==> src/rtl/reg_file_2r1w.sv <==
// reg_file_2r1w: two-read, one-write register file with a hardwired-zero r[0],
// write-first bypass on both read ports and a saturating committed-write counter.
//
// Ports:
//   clk     rising-edge clock
//   reset   synchronous, active-high; clears every register and wcount
//   rn1     read address, port 1
//   rn2     read address, port 2
//   wn      write address (writes to 0 are dropped)
//   we      write enable
//   wd      write data
//   rd1     read data, port 1 (combinational)
//   rd2     read data, port 2 (combinational)
//   wcount  committed writes since reset, saturates at 16'hFFFF
module reg_file_2r1w #(
    parameter int unsigned SIZE  = 32,
    parameter int unsigned DEPTH = 32,
    parameter int unsigned ABITS = 5
) (
    input  logic             clk,
    input  logic             reset,
    input  logic [ABITS-1:0] rn1,
    input  logic [ABITS-1:0] rn2,
    input  logic [ABITS-1:0] wn,
    input  logic             we,
    input  logic [SIZE-1:0]  wd,
    output logic [SIZE-1:0]  rd1,
    output logic [SIZE-1:0]  rd2,
    output logic [15:0]      wcount
);

    logic [SIZE-1:0] r_q [DEPTH];
    logic [15:0]     wcount_q;
    logic [15:0]     wcount_d;
    logic            wr_commit;

    // A write commits only outside reset and never to register 0.
    assign wr_commit = we && !reset && (wn != '0);

    always_comb begin
        wcount_d = wcount_q;
        if (wr_commit && (wcount_q != 16'hFFFF)) begin
            wcount_d = wcount_q + 16'd1;
        end
    end

    always_ff @(posedge clk) begin
        if (reset) begin
            for (int unsigned i = 0; i < DEPTH; i++) begin
                r_q[i] <= '0;
            end
            wcount_q <= '0;
        end else begin
            if (wr_commit) begin
                r_q[wn] <= wd;
            end
            wcount_q <= wcount_d;
        end
    end

    // wr_commit already excludes reset and wn==0, so it doubles as the bypass qualifier.
    always_comb begin
        rd1 = '0;
        if (rn1 != '0) begin
            rd1 = (wr_commit && (wn == rn1)) ? wd : r_q[rn1];
        end
    end

    always_comb begin
        rd2 = '0;
        if (rn2 != '0) begin
            rd2 = (wr_commit && (wn == rn2)) ? wd : r_q[rn2];
        end
    end

    assign wcount = wcount_q;

endmodule
==> config.mk <==
export PLATFORM = sky130hd
export DESIGN_NAME = reg_file_2r1w
export DESIGN_NICKNAME = d
export VERILOG_FILES = /design/src/rtl/reg_file_2r1w.sv
export SDC_FILE = /design/constraint.sdc
export NUM_CORES = 2
export LEC_CHECK = 0
export ABC_CLOCK_PERIOD_IN_PS = 2900
export CORE_ASPECT_RATIO = 1.25
export CORE_MARGIN = 1
export CORE_UTILIZATION = 45
export DETAILED_ROUTE_END_ITERATION = 10
export GPL_TIMING_DRIVEN = 1
export PLACE_DENSITY = 0.73
export SKIP_LAST_GASP = 1
export SLEW_MARGIN = 20
export SYNTH_ARGS = -nofsm -noshare
export SYNTH_HDL_FRONTEND = slang
export SYNTH_SLANG_ARGS = --single-unit
==> constraint.sdc <==
create_clock -name clk -period 2.9 [get_ports clk]
set_input_delay 0.725 -clock clk [delete_from_list [all_inputs] [get_ports clk]]
set_output_delay 0.725 -clock clk [all_outputs]
set_load 0.005 [all_outputs]
=== Word-level counts from Yosys, hierarchy flattened ===
Memories as Yosys holds them, arrays and structs flattened.
Cells that the tools add are included.
Widths: inputs -> output; s select.

* Register bits after elaboration: 16
* Memory bits (writable): 1024
* Bits of input ports: 50
* Logic and storage cells: 28
* Memories: 1

{| class="wikitable"
|+ Memory list
! name !! words !! width !! rd ports !! clocked after memory_dff !! write ports !! line !! text
|-
| r_q || 32 || 32 || 2 || 0 || 32 || 32 || <nowiki>logic [SIZE-1:0] r_q [DEPTH];</nowiki>
|}

* Add/subtract/negate cells: 1
* Eq/ne operators: 3
* Mux-type cells: 12
* Reductions and logical operators: 10

{| class="wikitable"
|+ Operator list
! kind !! number
|-
| $mux 32 || 5
|-
| $reduce_or 32->1 || 1
|-
| $add 16x1->16 const B || 1
|-
| $ne 16x16->1 const B || 1
|-
| $reduce_bool 5->1 || 3
|-
| $eq 5x5->1 || 2
|-
| $mux 1 || 6
|-
| $logic_and 1x1->1 || 5
|-
| $mux 5 || 1
|-
| $logic_not 1->1 || 1
|}

=== Longest topological paths before layout ===
* Word-level depth: 8
* Gate-level depth with buffers: 11
* Depth with buffers taken out: 7

=== Worst setup path after synthesis ===
No wires, ideal clock.

* Kind: input-to-output
* Start point: input port rn2[0]
* End point: output port rd2[29]
* Arrival: 2285 ps
* Setup slack: -110 ps
* Stages: 7
* Cells stage by stage: buf_4 -> buf_6 -> buf_2 -> mux4_2 -> o2bb2ai_1 -> a311oi_1 -> a21oi_1

* Longest elaborated chain between the ends: 4

{| class="wikitable"
|+ RTL lines
! what !! line !! text
|-
| start, declared || 23 || <nowiki>input logic [ABITS-1:0] rn2,</nowiki>
|-
| branches (longest 3 deep; another with $mem_v2 32x32) || n/a ||
|-
| $mux 32 (*) || 71 || <nowiki>if (rn2 != '0) begin</nowiki>
|-
| end, declared || 28 || <nowiki>output logic [SIZE-1:0] rd2,</nowiki>
|}

Every way passes the cells marked *.

=== Final worst setup path ===
* Start point: input port rn2[1]
* End point: output port rd2[5]

The elaborated chain is that of the path after synthesis.

==> flow_summary_export.csv <==
group,metric,value,unit
run_status,status,"complete, but fails checks",
run_status,violations,"setup timing",
clocking,clkSlewWorstSetupHoldPaths,0.06,ns
drt,drc,0,
drt,via_count,44150,
drt,postRouteAntennaNets,0,
setup_path,arrival,2.86,ns
logic_synthesis,synth-edff-count,1024,
logic_synthesis,synth_top_flop_cell,"edfxtp_1",
setup_path,crit_required,2.17,ns
clocking,cts_sinks,1040,
finish,layout_common_cells,"edfxtp_1, and2_1, buf_4, mux4_2, mux2i_1",
place,post-dp-hpwl,143400,microns
sta,relSlewSlack,27.98,%
clocking,clock_tree.buffer_depth,3,
power,power_frac_seq,46.2,%
finish,drive_above_1_share,39.26,%
clocking,cts_max_level,3,
grt,antenna_found_initial,12,
min_path,hold_class,"primary input to flop",
power,leakage,0.02756,uW
die,core_area,0.1250,sq mm
clocking,clk_latency,0.73,ns
place,placedCellCount,6126,
finish,n_fill_cell,8836,
setup_path,regToRegSetupSlack,0.87,ns
power,total_power,38510,uW
place,portBuffers,129,
drt,wl_per_cell,34.50,microns
logic_synthesis,synth-async-reset-ratio,0,%
drt,dr.pass1.iters,8,
setup_path,cp-start-kind,"primary input",
sta,period_share,123.8,%
logic_synthesis,yosys_warnings,0,
power,netSwitchingFraction,26.61,%
power,cellPowerDensity,519.0,mW/mm^2
setup_path,critPathMaxFanout,7,
grt,grt_max_degree,66,
setup_path,criticalPathCategory,"primary input to output port",
die,die_width,319.5,microns
logic_synthesis,synth_xor_area_share,0.3553,%
clocking,cts_made_buffers,104,
die,die_h,398.9,microns
die,die_area,0.1274,sq mm
power,ir_drop,477.6,uV
sta,finalHoldViolCount,0,
grt,gr-total-overflow,0,
setup_path,end_kind,"output port",
job,max_cap_viol_count,0,
sta,fin_skew,0.01176,ns
grt,grt_usage,34.24,%
power,switchingPower,10250,uW
power,combPwrFrac,17.7,%
finish,syn2layout_area_growth,30.86,%
logic_synthesis,syn_area_per_cell,13.88,sq um
sta,rsz0062_at_grt,"yes",
grt,grt_pass1_wl,309400,microns
logic_synthesis,ys_seq_area_share,54.80,%
logic_synthesis,synth-adder-area-share,0.02207,%
finish,nNetsFinal,4892,
sta,setup_ws,-0.6895,ns
sta,finalMaxSlewViolations,0,
die,initial_utilization,45.36,%
drt,drt-initial-drc-count,7631,
die,io_pins,130,
power,intPower,28260,uW
sta,worst_pin_slew,1.080,ns
finish,instances_no_fill,6554,
sta,layout_min_cycle_time,3.589,ns
logic_synthesis,synth_mux_area_share,20.09,%
drt,drt_wl_total,226100,microns
sta,timing.fmax,0.2786,GHz
place,place.gp.congestion,0.9648,
drt,avgViaCountPerCell,6.737,
grt,grt_pass1_vias,42770,
logic_synthesis,synth_compound_area_share,6.408,%
power,clock_power_share,36.1,%
finish,layout.cells.most_common,"edfxtp_1",
die,core.rowCount,145,
finish,post-route-util,59.36,%
logic_synthesis,synth_top_family_by_area,"multiplexers",
clocking,cts_tree,"yes",
logic_synthesis,synth_cell_types,75,
logic_synthesis,synth_area,0.05670,sq mm
logic_synthesis,synth.ff_latch_count,1040,
clocking,cts_root_buffer,"clkbuf_16",
logic_synthesis,yosys.area_share.simple,14.25,%
logic_synthesis,synthCells,4085,
sta,final-setup-viol-count,64,
synth_stat cells (all sizes together) (18+ instances only):
library cell | n | area [sq um]
a22o | 18 | 157.7
o211ai | 32 | 245.2
nor2 | 153 | 574.3
a21oi | 70 | 350.3
o21ai | 89 | 445.4
a22oi | 40 | 300.3
a31oi | 26 | 162.7
clkbuf | 276 | 1040
or2 | 32 | 200.2
a221oi | 85 | 788.3
o22ai | 70 | 437.9
edfxtp | 1024 | 30750
nor3 | 20 | 105.1
buf | 145 | 1224
nand3 | 25 | 125.1
nand2 | 95 | 356.6
nor2b | 18 | 112.6
mux2i | 320 | 3203
mux4 | 355 | 8085
and2 | 994 | 6218
metal layers:
metal	share of wire, %	global-route usage [%]	vias up
met3	15	11.03	1101
met1	32	40.34	21740
met5	0.035	0	-
met4	8.9	25.09	12
li1	-	-	17110
met2	44	52.74	4184
state kept, by name, summed over array words and instances (netlist names):
register	cells
r_q	1024
wcount	16
final timing paths:
check	start	endpoint	depth (start not counted)
setup / recovery	rn2[1]	rd2[5]	10
hold / removal	reset	wcount[4]	3
setup reg to reg	wcount[2]	wcount[14]	7
hold reg to reg	wcount[1]	wcount[1]	2
layout make-up:
cell class / count / area [sq um] / share of cell area, %
clock buffer: 124 / 2741 / 3.695
tap: 1617 / 2023 / 2.727
sequential: 1040 / 31070 / 41.88
antenna: 8 / 20.02 / 0.02698
clock inverter: 70 / 675.6 / 0.9106
timing repair buffer: 1040 / 11640 / 15.69
inverter: 8 / 32.53 / 0.04384
multi-input combinational: 2647 / 25990 / 35.04
kinds of logic after synthesis:
kind of cell,Yosys count
buf+inv,430
fa+ha+maj,1
mux,684
xor+xnor,23
simple gates,1392
compound gates,514
other cells,1
flops,1040
critical path: stages:
cell and delay (ns):
clkbuf_16 0.16, buf_12 0.15, and2_4 0.19, buf_6 0.17, buf_4 0.17, a221oi_1 0.36
a31oi_1 0.13, nor4_1 0.50, a211o_1 0.19, buf_2 0.12
timing repair:
item,4_1_cts,5_1_grt
gates cloned,24,8
hold buffers,0,0
pin swaps,128,101
resized for setup,825,235
setup buffers,163,61
endpoints found under the setup margin,64,64
power by group through the flow:
stage / clock network [uW] / registers (uW) / logic, uW
after global placement: 0 / 18000 / 5530
final: 13900 / 17800 / 6820
after CTS: 13800 / 17700 / 6220
after detailed placement: 0 / 18000 / 5570
after global routing: 14400 / 17800 / 6890
after floorplan: 0 / 17900 / 2800
through the flow:
| stage | area (sq um) | TNS (ns) | hold WS, ns | setup WS [ns] |
|---|---|---|---|---|
| after global routing | 74180 | -32.77 | 0.4153 | -0.6542 |
| after global placement | 65170 | -100.95 | 0.5063 | -1.439 |
| after CTS | 72620 | -29.10 | 0.3704 | -0.5330 |
| final | 74200 | -30.56 | 0.4041 | -0.6895 |
| after detailed placement | 65170 | -108.19 | 0.5305 | -1.415 |
| after floorplan | 56940 | -0.03769 | 0.4936 | -0.01962 |
Note: power is estimated with default switching activity, not from simulation.
